## src/rtl/sprite_fetch_sched_if.sv

```systemverilog
// sprite_fetch_sched_if: bundles the pixel-column input, sorter slot mask,
// sprite-RAM read request, capture strobes and status of the fetch scheduler.
// master = driver of the scheduler (dtg/sorter/sprite_man side),
// slave  = the scheduler itself.
interface sprite_fetch_sched_if #(
  parameter int NUM_SLOTS = 16
);
  logic [11:0]          pix_col;
  logic [NUM_SLOTS-1:0] slot_valid;
  logic                 overrun_clr;
  logic                 rd_req;
  logic [3:0]           rd_index;
  logic                 rd_word;
  logic [3:0]           cap_index;
  logic [1:0]           cap_valid;
  logic                 busy;
  logic                 overrun;

  modport master (
    output pix_col, slot_valid, overrun_clr,
    input  rd_req, rd_index, rd_word, cap_index, cap_valid, busy, overrun
  );

  modport slave (
    input  pix_col, slot_valid, overrun_clr,
    output rd_req, rd_index, rd_word, cap_index, cap_valid, busy, overrun
  );
endinterface

```

## src/rtl/sprite_fetch_sched.sv

```systemverilog
// sprite_fetch_sched: per-line sprite graphics fetch scheduler.
// After the sort window (pix_col == START_COL) it issues one sprite-RAM word
// read per cycle, two words per slot, and returns capture strobes delayed by
// RD_LATENCY. Reaching pix_col == H_TOTAL-1 while still issuing aborts the
// fetch and sets the sticky overrun flag; in-flight words are still delivered.
// Optional feature macro: SPRITE_FETCH_SKIP_EN -- when defined, slots whose
// slot_valid bit is 0 are skipped in zero cycles; when undefined, every slot
// is fetched regardless of slot_valid.
module sprite_fetch_sched #(
  parameter int NUM_SLOTS  = 16,
  parameter int START_COL  = 704,
  parameter int H_TOTAL    = 800,
  parameter int RD_LATENCY = 2
) (
  input  logic                  clk,
  input  logic                  resetn,
  sprite_fetch_sched_if.slave   sif
);

  localparam logic [11:0] START_COL_C = 12'(START_COL);
  localparam logic [11:0] LAST_COL_C  = 12'(H_TOTAL - 1);

  typedef enum logic [1:0] {
    ST_IDLE  = 2'd0,
    ST_ISSUE = 2'd1,
    ST_DRAIN = 2'd2
  } state_e;

  state_e     state_q, state_d;
  logic [3:0] slot_q, slot_d;
  logic       word_q, word_d;
  logic       overrun_q, overrun_d;
  logic       issue;
  logic       abort;

  // Read-latency delay line: one {valid, index, word} entry per stage.
  logic [RD_LATENCY-1:0]       dl_valid_q, dl_valid_d;
  logic [RD_LATENCY-1:0][3:0]  dl_index_q, dl_index_d;
  logic [RD_LATENCY-1:0]       dl_word_q, dl_word_d;
  logic                        dl_empty;

`ifdef SPRITE_FETCH_SKIP_EN
  logic [NUM_SLOTS-1:0] mask_q, mask_d;
  logic [4:0]           first_hit;
  logic [4:0]           next_hit;

  // Lowest set mask bit at or above 'from'; returns {found, index}.
  function automatic logic [4:0] find_next(input logic [NUM_SLOTS-1:0] m,
                                           input logic [4:0] from);
    logic [4:0] hit;
    hit = 5'd0;
    for (int i = NUM_SLOTS - 1; i >= 0; i--) begin
      if (m[i] && (5'(i) >= from)) hit = {1'b1, 4'(i)};
    end
    return hit;
  endfunction

  assign first_hit = find_next(sif.slot_valid, 5'd0);
  assign next_hit  = find_next(mask_q, {1'b0, slot_q} + 5'd1);
`else
  localparam logic [3:0] LAST_SLOT_C = 4'(NUM_SLOTS - 1);
  // Every slot is fetched; the sorter mask has no effect in this build.
  logic unused_slot_valid;
  assign unused_slot_valid = ^sif.slot_valid;
`endif

  assign dl_empty = ~|dl_valid_q;

  // Next-state and issue decision for the fetch FSM.
  always_comb begin
    state_d = state_q;
    slot_d  = slot_q;
    word_d  = word_q;
    issue   = 1'b0;
    abort   = 1'b0;
`ifdef SPRITE_FETCH_SKIP_EN
    mask_d  = mask_q;
`endif
    case (state_q)
      ST_IDLE: begin
        if (sif.pix_col == START_COL_C) begin
          word_d = 1'b0;
`ifdef SPRITE_FETCH_SKIP_EN
          mask_d = sif.slot_valid;
          slot_d = first_hit[3:0];
          state_d = first_hit[4] ? ST_ISSUE : ST_DRAIN;
`else
          slot_d  = 4'd0;
          state_d = ST_ISSUE;
`endif
        end
      end
      ST_ISSUE: begin
        if (sif.pix_col == LAST_COL_C) begin
          abort   = 1'b1;
          state_d = ST_DRAIN;
        end else begin
          issue = 1'b1;
          if (!word_q) begin
            word_d = 1'b1;
          end else begin
            word_d = 1'b0;
`ifdef SPRITE_FETCH_SKIP_EN
            if (next_hit[4]) slot_d = next_hit[3:0];
            else             state_d = ST_DRAIN;
`else
            if (slot_q == LAST_SLOT_C) state_d = ST_DRAIN;
            else                       slot_d = slot_q + 4'd1;
`endif
          end
        end
      end
      ST_DRAIN: begin
        if (dl_empty) state_d = ST_IDLE;
      end
      default: state_d = ST_IDLE;
    endcase
  end

  // Sticky overrun: a new abort wins over a simultaneous clear.
  always_comb begin
    overrun_d = overrun_q;
    if (abort)                overrun_d = 1'b1;
    else if (sif.overrun_clr) overrun_d = 1'b0;
  end

  // Stage 0 takes the issue decision; later stages shift the previous one.
  assign dl_valid_d[0] = issue;
  assign dl_index_d[0] = slot_q;
  assign dl_word_d[0]  = word_q;
  for (genvar gi = 1; gi < RD_LATENCY; gi++) begin : g_stage
    assign dl_valid_d[gi] = dl_valid_q[gi-1];
    assign dl_index_d[gi] = dl_index_q[gi-1];
    assign dl_word_d[gi]  = dl_word_q[gi-1];
  end

  // State, counters, overrun flag and delay line registers.
  always_ff @(posedge clk or negedge resetn) begin
    if (!resetn) begin
      state_q    <= ST_IDLE;
      slot_q     <= 4'd0;
      word_q     <= 1'b0;
      overrun_q  <= 1'b0;
      dl_valid_q <= '0;
      dl_index_q <= '0;
      dl_word_q  <= '0;
`ifdef SPRITE_FETCH_SKIP_EN
      mask_q     <= '0;
`endif
    end else begin
      state_q    <= state_d;
      slot_q     <= slot_d;
      word_q     <= word_d;
      overrun_q  <= overrun_d;
      dl_valid_q <= dl_valid_d;
      dl_index_q <= dl_index_d;
      dl_word_q  <= dl_word_d;
`ifdef SPRITE_FETCH_SKIP_EN
      mask_q     <= mask_d;
`endif
    end
  end

  assign sif.rd_req    = issue;
  assign sif.rd_index  = issue ? slot_q : 4'd0;
  assign sif.rd_word   = issue & word_q;
  assign sif.cap_valid = dl_valid_q[RD_LATENCY-1]
                         ? {dl_word_q[RD_LATENCY-1], ~dl_word_q[RD_LATENCY-1]}
                         : 2'b00;
  assign sif.cap_index = dl_valid_q[RD_LATENCY-1] ? dl_index_q[RD_LATENCY-1] : 4'd0;
  assign sif.busy      = (state_q != ST_IDLE) && !((state_q == ST_DRAIN) && dl_empty);
  assign sif.overrun   = overrun_q;

endmodule

```

## src/flat_wrapper.sv

```systemverilog
// flat-port wrapper written by rule: the top's interface ports become plain ports
module sprite_fetch_sched_flat 
#(
  parameter int NUM_SLOTS  = 16,
  parameter int START_COL  = 704,
  parameter int H_TOTAL    = 800,
  parameter int RD_LATENCY = 2
)
  (clk, resetn, sif_pix_col, sif_slot_valid, sif_overrun_clr, sif_rd_req, sif_rd_index, sif_rd_word, sif_cap_index, sif_cap_valid, sif_busy, sif_overrun);
  sprite_fetch_sched_if #(.NUM_SLOTS(NUM_SLOTS)) sif_i ();
  input  logic clk;
  input  logic resetn;
  input wire logic [$bits(sif_i.pix_col)-1:0] sif_pix_col;
  input wire logic [$bits(sif_i.slot_valid)-1:0] sif_slot_valid;
  input wire logic [$bits(sif_i.overrun_clr)-1:0] sif_overrun_clr;
  output wire logic [$bits(sif_i.rd_req)-1:0] sif_rd_req;
  output wire logic [$bits(sif_i.rd_index)-1:0] sif_rd_index;
  output wire logic [$bits(sif_i.rd_word)-1:0] sif_rd_word;
  output wire logic [$bits(sif_i.cap_index)-1:0] sif_cap_index;
  output wire logic [$bits(sif_i.cap_valid)-1:0] sif_cap_valid;
  output wire logic [$bits(sif_i.busy)-1:0] sif_busy;
  output wire logic [$bits(sif_i.overrun)-1:0] sif_overrun;
  assign sif_i.pix_col = sif_pix_col;
  assign sif_i.slot_valid = sif_slot_valid;
  assign sif_i.overrun_clr = sif_overrun_clr;
  assign sif_rd_req = sif_i.rd_req;
  assign sif_rd_index = sif_i.rd_index;
  assign sif_rd_word = sif_i.rd_word;
  assign sif_cap_index = sif_i.cap_index;
  assign sif_cap_valid = sif_i.cap_valid;
  assign sif_busy = sif_i.busy;
  assign sif_overrun = sif_i.overrun;
  sprite_fetch_sched #(.NUM_SLOTS(NUM_SLOTS), .START_COL(START_COL), .H_TOTAL(H_TOTAL), .RD_LATENCY(RD_LATENCY)) u_core (.clk(clk), .resetn(resetn), .sif(sif_i));
endmodule
```

## config.mk

```make
export PLATFORM = sky130hd
export DESIGN_NAME = sprite_fetch_sched_flat
export DESIGN_NICKNAME = d
export VERILOG_FILES = /design/src/rtl/sprite_fetch_sched_if.sv /design/src/rtl/sprite_fetch_sched.sv /design/src/flat_wrapper.sv
export SDC_FILE = /design/constraint.sdc
export NUM_CORES = 1
export LEC_CHECK = 0
export CAP_MARGIN = 20
export CORE_ASPECT_RATIO = 0.8
export CORE_UTILIZATION = 38
export CTS_CLUSTER_SIZE = 28
export DETAILED_ROUTE_END_ITERATION = 10
export GPL_ROUTABILITY_DRIVEN = 0
export HOLD_SLACK_MARGIN = 0.08
export PLACE_DENSITY = 0.77
export SYNTH_ARGS = -nofsm -noshare
export SYNTH_HDL_FRONTEND = slang
export SYNTH_SLANG_ARGS = --single-unit
```

## constraint.sdc

```tcl
create_clock -name clk -period 2.2 [get_ports clk]
set_input_delay 0.44 -clock clk [delete_from_list [all_inputs] [get_ports clk]]
set_output_delay 0.44 -clock clk [all_outputs]
set_load 0.01 [all_outputs]
```

Word level (Yosys, flattened, before mapping)
Cells that the tools add are included. W data, S select, Z words.

Bits in read-only memories: 0. Word-level logic and storage cells: 59. Input bits: 31. Bits in registers: 20. Memories kept: 0. Output and inout bits: 14. Bits in latches: 0. Memory bits (writable): 0.

$add $sub $neg: 1. Div/mod/pow operators: 0. Multipliers: 0. Reduce and logical (&&, ||, !) cells: 12. Shift-type cells: 0. Bitwise operators: 2. Multiplexer cells: 24. Magnitude comparators: 0. Eq/ne operators: 12.

Operator list (number): $eq A12 B10 Y1 const B (2); $mux W4 (6); $mux W2 (6); $mux W1 (9); $pmux W4 S2 (1); $ne A2 B2 Y1 const B (3); $ne A3 B1 Y1 const B (2); $pmux W2 S3 (1); $reduce_bool A2 Y1 (3); $reduce_and A5 Y1 (1); $add A4 B1 Y4 const B (1); $eq A4 B4 Y1 const B (1); $ne A2 B1 Y1 const B (2); $reduce_and A4 Y1 (1); $reduce_and A3 Y1 (1); $eq A2 B1 Y1 const B (1); $eq A2 B2 Y1 const B (1); $logic_and A1 B1 Y1 (2); $logic_not A1 Y1 (2); $logic_not A2 Y1 (1); $pmux W1 S2 (1); $reduce_or A2 Y1 (1); $and A1 B1 Y1 (1); $not A1 Y1 (1).

Depth between registers and ports, before layout
Gate-level depths: netlist of run 1.

Depth after elaboration: 5. Depth in mapped cells: 5. Mapped depth without buffers: 5.

Worst setup path before layout of run 1
No wires, ideal clock.

Path kind: input-to-output. Start point: input port sif_pix_col[11]. End point: output port sif_rd_index[0]. Required time: 1760 ps. Path slack: 137 ps. Arrival time: 1623 ps. Cell stages on the path: 4. Cells stage by stage: or4b_4 -> o31ai_4 -> inv_2 -> and2_1.

Cells in the longest elaborated chain, start to end: 4.

Ends and longest elaborated chain: start, declared (RTL line flat_wrapper.sv:13) `input wire logic [$bits(sif_i.pix_col)-1:0] sif_pix_col;`; $eq A12 B10 Y1 (RTL line sprite_fetch_sched.sv:94) `if (sif.pix_col == LAST_COL_C) begin`; $mux W1 (RTL line sprite_fetch_sched.sv:94); $mux W1 (RTL line sprite_fetch_sched.sv:79) `case (state_q)`; named net sif_rd_req (RTL line flat_wrapper.sv:16) `output wire logic [$bits(sif_i.rd_req)-1:0] sif_rd_req;`; $mux W4 (RTL line sprite_fetch_sched.sv:165) `assign sif.rd_index = issue ? slot_q : 4'd0;`; end, declared (RTL line flat_wrapper.sv:17) `output wire logic [$bits(sif_i.rd_index)-1:0] sif_rd_index;`.

The timed path passes the listed nets, and every way through them passes these cells.

Worst setup path after layout of run 1
Start point: input port sif_pix_col[5]. End point: output port sif_rd_index[2].

Cells in the longest elaborated chain, start to end: 4.

Ends and longest elaborated chain (RTL line): $eq A12 B10 Y1 (sprite_fetch_sched.sv:94); $mux W1 (sprite_fetch_sched.sv:94); $mux W1 (sprite_fetch_sched.sv:79); $mux W4 (sprite_fetch_sched.sv:165).

Every way passes these cells.

==> reports/metrics.yaml, run 1 <==
yosys:
  synth_top_area_share_pct: 57.6
  synth_cell_types: 26
  synth-seq-cells: 20
  synth_warnings: 0
  syn_inst: 71
  netlist_top_cells_area: "dfrtp_1 58%, and2_1 7.9%, nand4b_4 2.7%"
  yosysTopAreaCell: "dfrtp_1"
  synth.avg_cell_area_um2: 12.2
  synth_seq_area_share_pct: 57.6
  synth_nets: 103
  synth_area_um2: 868
sta:
  setup_violations: 0
  finalHoldViolations: 0
  min_period_over_period_pct: 97.2
  skew_ns: 0.000785
  fin_crit_ns: 2.14
  drv_slew: 0
  max_freq_mhz: 467
  worst_pin_slew_ns: 0.300
  layout_setup_ws_ns: 0.0609
  slew_headroom_pct: 80.0
  rsz0062_at_grt: "false"
critical_path:
  crit_family: "simple AND/OR/NAND/NOR gates"
  r2r_start: "u_core.state_q[0]"
  rrSetupSlack_ns: 0.55
  max_stage_delay_ns: 0.55
  worst_r2r_path_depth: 5
  worstSetupPathType: "in2out"
  setup.worst_path.end_class: "primary output"
  critPathSlowestCell: "or4b_4"
  critPathMaxFanout: 8
  critPathBufInv: 3
  crit_top_cell: "buf_6"
  cp.arrival_ns: 1.70
  cp_data_required_time_ns: 1.76
  regToRegEndpoint: "u_core.slot_q[0]"
  cp_cell_sequence: "buf_6, or4b_4, o31ai_4, inv_2, and2_4, buf_6"
  critPathLaunchType: "input port"
detailed_routing:
  num_vias: 735
  drt-vias-per-instance: 5.36
  drt_pre_antenna_iters: 4
  drtIter0Drc: 24
  wl_per_cell_um: 13.8
  drc_errors: 0
  drt-total-wl_um: 1890
  ant_nets: 0
pwr:
  ir_drop_uv: 449
  switching_share_pct: 21.1
  p_seq_share_pct: 54.4
  power.leakage_nw: 0.642
  cellPowerDensity_nw_per_um2: 617
  comb_power_share_pct: 9.0
  p_int_mw: 0.627
  switchingPower_mw: 0.167
  p_clk_share_pct: 36.6
status:
  outcome: "finished, final reports clean"
grt:
  grt_first_pass_wirelength_um: 3040
  grt_max_degree: 21
  grt_usage_pct: 16.5
  grt_pass1_vias: 676
  antenna_found_initial: 0
  overflow: 0
die:
  core-area_um2: 2160
  dieArea_um2: 2480
  die-height_um: 44.8
  dieWidth_um: 55.4
  fp-row-count: 15
  start_util_pct: 40.2
  io_pins: 45
finish:
  final_cells: 137
  final_common_cell: "dfrtp_1"
  area_growth_pct: 48.1
  final_cell_mix: "20 x dfrtp_1, 10 x clkdlybuf4s50_1, 9 x buf_4, 8 x dlygate4sd2_1, 7 x and2_1"
  fin_area_um2: 1290
  layout.nets: 145
  drive_above_1_share_pct: 28.6
  final_util_pct: 59.6
  antenna_cells: 0
  fillers: 175
clock_tree:
  cts_tree: "yes"
  clk_pin_slew_ns: 0.11
  htree_levels: 1
  hold_buffers: 0
  insertion_delay_ns: 0.29
  cts_inserted_buffers: 3
  clockRootBuffer: "clkbuf_4"
  cts.sinks: 20
  cts_max_path_buffers: 2
worst_hold_path:
  hold_start: "u_core.dl_index_d[6]"
  holdPathStages: 0
  holdPathEnd: "u_core.dl_index_q[6]"
  hp-class: "reg2reg"
placement:
  dp_hpwl_um: 1470
  portBuffers: 28
  placedCellCount: 132
  dpl_cell_area_um2: 1240
  dpl_worst_slack_ns: -0.623
flow_run:
  cap_violations: 0
[layout make-up]
type	count	area (um2)	share of cell area [%]
sequential	20	500	38.9
multi-input combinational	49	370	28.8
timing repair buffer	37	324	25.2
tap	25	31.3	2.43
clock inverter	1	30.0	2.33
clock buffer	3	22.5	1.75
inverter	2	7.51	0.584
[worst max path at each step]
| stage | startpoint | endpoint | cells past startpoint |
|---|---|---|---|
| 2_1_floorplan | sif_pix_col[11] | sif_rd_index[0] | 4 |
| 3_3_place_gp | sif_pix_col[11] | sif_rd_index[1] | 6 |
| 3_5_place_dp | sif_pix_col[11] | sif_rd_index[1] | 6 |
| 4_1_cts | sif_pix_col[5] | sif_rd_index[1] | 6 |
| 5_1_grt | sif_pix_col[5] | sif_rd_index[2] | 6 |
| 6_report | sif_pix_col[5] | sif_rd_index[2] | 6 |
[timing repair]
| action | 4_1_cts | 5_1_grt |
|---|---|---|
| pin swaps | 5 | 1 |
| endpoints found under the hold margin | 0 | 0 |
| resized for setup | 52 | 0 |
| buffers inserted | 1 | 0 |
| setup endpoints to repair | 6 | 6 |
[synth_stat cells]
cell type,number
dfrtp_1,20
and2_1,11
nand2_1,5
nand3_1,3
nor3_1,3
o21ai_0,3
a22o_1,2
and3_1,2
nand4b_1,2
nor2b_1,2
nor4b_1,2
o2bb2ai_1,2
a211o_1,1
a21o_1,1
a31o_2,1
ha_1,1
inv_1,1
inv_2,1
mux2_2,1
nand2b_1,1
nand4b_4,1
nor2_1,1
o211ai_1,1
o31ai_1,1
o31ai_4,1
or4b_4,1
[sequential cells by signal (all words and copies together), names as in the netlist]
name	cells
u_core.dl_index_d	4
u_core.dl_index_q	4
u_core.slot_q	4
u_core.dl_valid_q	2
u_core.dl_word_q	2
u_core.state_q	2
u_core.sif.overrun	1
u_core.word_q	1
[routing by layer]
layer	up-vias	wire [um]	track usage, %
li1	343	-	-
met1	351	785	19.8
met2	39	948	27.7
met3	2	136	6.30
met4	0	16	6.00
met5	-	0	0
[cells by family (layout without fill, tap and decap cells)]
group           after synthesis  count (layout)  share of synthesized area [%]
compound gates               13              13                           12.8
fa+ha+maj                     1               1                           1.44
simple gates                 34              34                           25.9
flops                        20              20                           57.6
buf+inv                       2              43                          0.864
mux                           1               1                           1.30
[power by group through the flow]
stage	Sequential, mW	Clock, mW	Combinational [mW]
2_1_floorplan	0.429	0	0.0296
3_3_place_gp	0.434	0	0.0746
3_5_place_dp	0.438	0	0.0778
4_1_cts	0.432	0.297	0.0718
5_1_grt	0.438	0.315	0.0778
6_report	0.432	0.291	0.0714
[through the flow]
step	TNS [ns]	total power, mW	hold slack, ns
6_report	0	0.794	0.359
3_3_place_gp	-3.77	0.509	0.332
3_5_place_dp	-4.22	0.516	0.336
5_1_grt	0	0.830	0.358
4_1_cts	0	0.801	0.361
2_1_floorplan	0	0.459	0.144
[worst reg2reg max path, cell delays in order (launching register included)]
cell,delay (ns)
dfrtp_1,0.42
nor4b_1,0.31
buf_4,0.18
nand4b_4,0.12
and2_1,0.22
a211o_1,0.30
No activity file was read; power rests on OpenSTA's default activity.
==> run 2, diff against run 1 <==
--- a/config.mk
+++ b/config.mk
@@ -7,6 +7,7 @@
 export LEC_CHECK = 0
 export CAP_MARGIN = 20
 export CORE_ASPECT_RATIO = 0.8
+export CORE_MARGIN = 10
 export CORE_UTILIZATION = 38
 export CTS_CLUSTER_SIZE = 28
 export DETAILED_ROUTE_END_ITERATION = 10
==> run 2 against run 1 <==
Net effect: first-iteration DRC count grew 58%; non-clock buffer count grew 1; flip-flop and latch count is the same; combinational power is essentially flat; critical path depth is the same; die area grew 86%; sequential share of layout area shrank 0.56 points; wire length grew 11%; maximum frequency grew 0.19%; setup slack gained 0.0041 ns; global-route usage shrank 7.3 points; worst hold slack gained 0.00065 ns; critical endpoint is now sif_rd_index[0]; largest cell class unchanged.
==> reports/metrics.yaml, run 2 (synthesis gave the netlist of run 1 again) <==
status:
  outcome: "finished, final reports clean"
placement:
  dpl_cell_area_um2: 1240
  dpl_worst_slack_ns: -0.594
  dp_hpwl_um: 1650
  portBuffers: 28
sta:
  max_freq_mhz: 468
  layout_setup_ws_ns: 0.0650
  slew_headroom_pct: 81.6
  finalHoldViolations: 0
  setup_violations: 0
  min_period_over_period_pct: 97.0
  rsz0062_at_grt: "false"
  worst_pin_slew_ns: 0.274
  fin_setup_tns_ns: 0
  drv_slew: 0
  fin_crit_ns: 2.13
  skew_ns: 0.000662
critical_path:
  critPathBufInv: 3
  worstSetupPathType: "in2out"
  cp_data_required_time_ns: 1.76
  critPathLaunchType: "input port"
  critPathSlowestCell: "or4b_4"
  cp.arrival_ns: 1.69
  max_stage_delay_ns: 0.50
  crit_family: "simple AND/OR/NAND/NOR gates"
  setup.worst_path.end_class: "primary output"
  cp_cell_sequence: "clkdlybuf4s15_1, or4b_4, o31ai_4, inv_2, and2_4, buf_6"
  critPathMaxFanout: 7
die:
  core-area_um2: 2160
  dieArea_um2: 4610
  start_util_pct: 40.2
  io_pins: 45
  dieWidth_um: 73.4
  die-height_um: 62.8
  fp-row-count: 15
finish:
  area_growth_pct: 50.3
  final_common_cell: "dfrtp_1"
  antenna_cells: 0
  drive_above_1_share_pct: 28.3
  final_cell_mix: "20 x dfrtp_1, 10 x clkdlybuf4s50_1, 9 x buf_4, 7 x and2_1"
  layout.nets: 146
  fin_area_um2: 1310
detailed_routing:
  drt_pre_antenna_iters: 5
  drt-vias-per-instance: 5.30
  ant_nets: 0
  num_vias: 732
  wl_per_cell_um: 15.2
  drt-total-wl_um: 2090
  drc_errors: 0
  drtIter0Drc: 38
grt:
  grt_usage_pct: 9.18
  grt_max_degree: 21
  overflow: 0
  grt_first_pass_wirelength_um: 3390
  grt_pass1_vias: 743
  antenna_found_initial: 0
clock_tree:
  cts_tree: "yes"
  insertion_delay_ns: 0.30
  clockRootBuffer: "clkbuf_4"
  cts.sinks: 20
  htree_levels: 1
  hold_buffers: 0
  cts_inserted_buffers: 3
  clk_pin_slew_ns: 0.11
  cts_max_path_buffers: 2
pwr:
  ir_drop_uv: 459
  cellPowerDensity_nw_per_um2: 610
  total_power_mw: 0.797
  power.leakage_nw: 0.676
flow_run:
  cap_violations: 0
worst_hold_path:
  hp-class: "reg2reg"
==> run 2: path summary, 6_finish.rpt <==
kind / start / end / slack, ns / cells after the start
worst min register to register: u_core.dl_index_d[7] / u_core.dl_index_q[7] / 0.36 / 0
min in group asynchronous: resetn / u_core.dl_word_q[1] / 0.47 / 2
worst min-delay path: u_core.dl_index_d[7] / u_core.dl_index_q[7] / 0.36 / 0
worst max register to register: u_core.state_q[0] / u_core.slot_q[0] / 0.61 / 5
max in group asynchronous: resetn / u_core.dl_index_q[5] / 1.54 / 2
worst max-delay path: sif_pix_col[11] / sif_rd_index[0] / 0.07 / 6
==> run 2: stage by stage <==
stage / utilization (%) / cells / hold slack [ns]
CTS: 59.5 / 137 / 0.356
global route: 60.5 / 138 / 0.367
finish: 60.5 / 138 / 0.359
global placement: 57.4 / 132 / 0.332
floorplan: - / 71 / 0.144
detailed placement: 57.4 / 132 / 0.337
==> run 2: worst reg2reg max path, stage by stage (launching register included) <==
cell	delay [ns]
dfrtp_1	0.42
nor4b_1	0.28
buf_4	0.17
nand4b_4	0.11
and2_1	0.21
a211o_1	0.30
==> run 2: cell type report <==
type                    instances  area [um2]
multi-input cells              49         370
clock buffers                   3        22.5
clock inverters                 1        30.0
well taps                      25        31.3
repair buffers                 38         343
fillers                       181         853
inverters                       2        7.51
flip-flops and latches         20         500
==> run 2: where the power goes <==
part	switching, mW	internal, mW
Sequential	0.0307	0.401
Clock	0.109	0.184
Combinational	0.0290	0.0427
==> run 2: what timing repair did <==
| action | in CTS | in global routing |
|---|---|---|
| gates resized for setup | 44 | 6 |
| setup buffers | 1 | 1 |
| pin swaps | 5 | 2 |
| setup endpoints to repair | 6 | 6 |
==> run 2: routing by layer <==
layer | up-vias | global-route usage, % | part of all wire [%]
met4 | 0 | 4.65 | 2.2
li1 | 340 | - | -
met3 | 7 | 4.44 | 8.7
met5 | - | 0 | 0
met1 | 352 | 9.27 | 39
met2 | 33 | 15.1 | 50
==> run 3, diff against run 2 <==
--- a/config.mk
+++ b/config.mk
@@ -7,7 +7,6 @@
 export LEC_CHECK = 0
 export CAP_MARGIN = 20
 export CORE_ASPECT_RATIO = 0.8
-export CORE_MARGIN = 10
 export CORE_UTILIZATION = 38
 export CTS_CLUSTER_SIZE = 28
 export DETAILED_ROUTE_END_ITERATION = 10
==> results of run 3 <==
Final layout, timing and power as in run 1 (identical DEF).
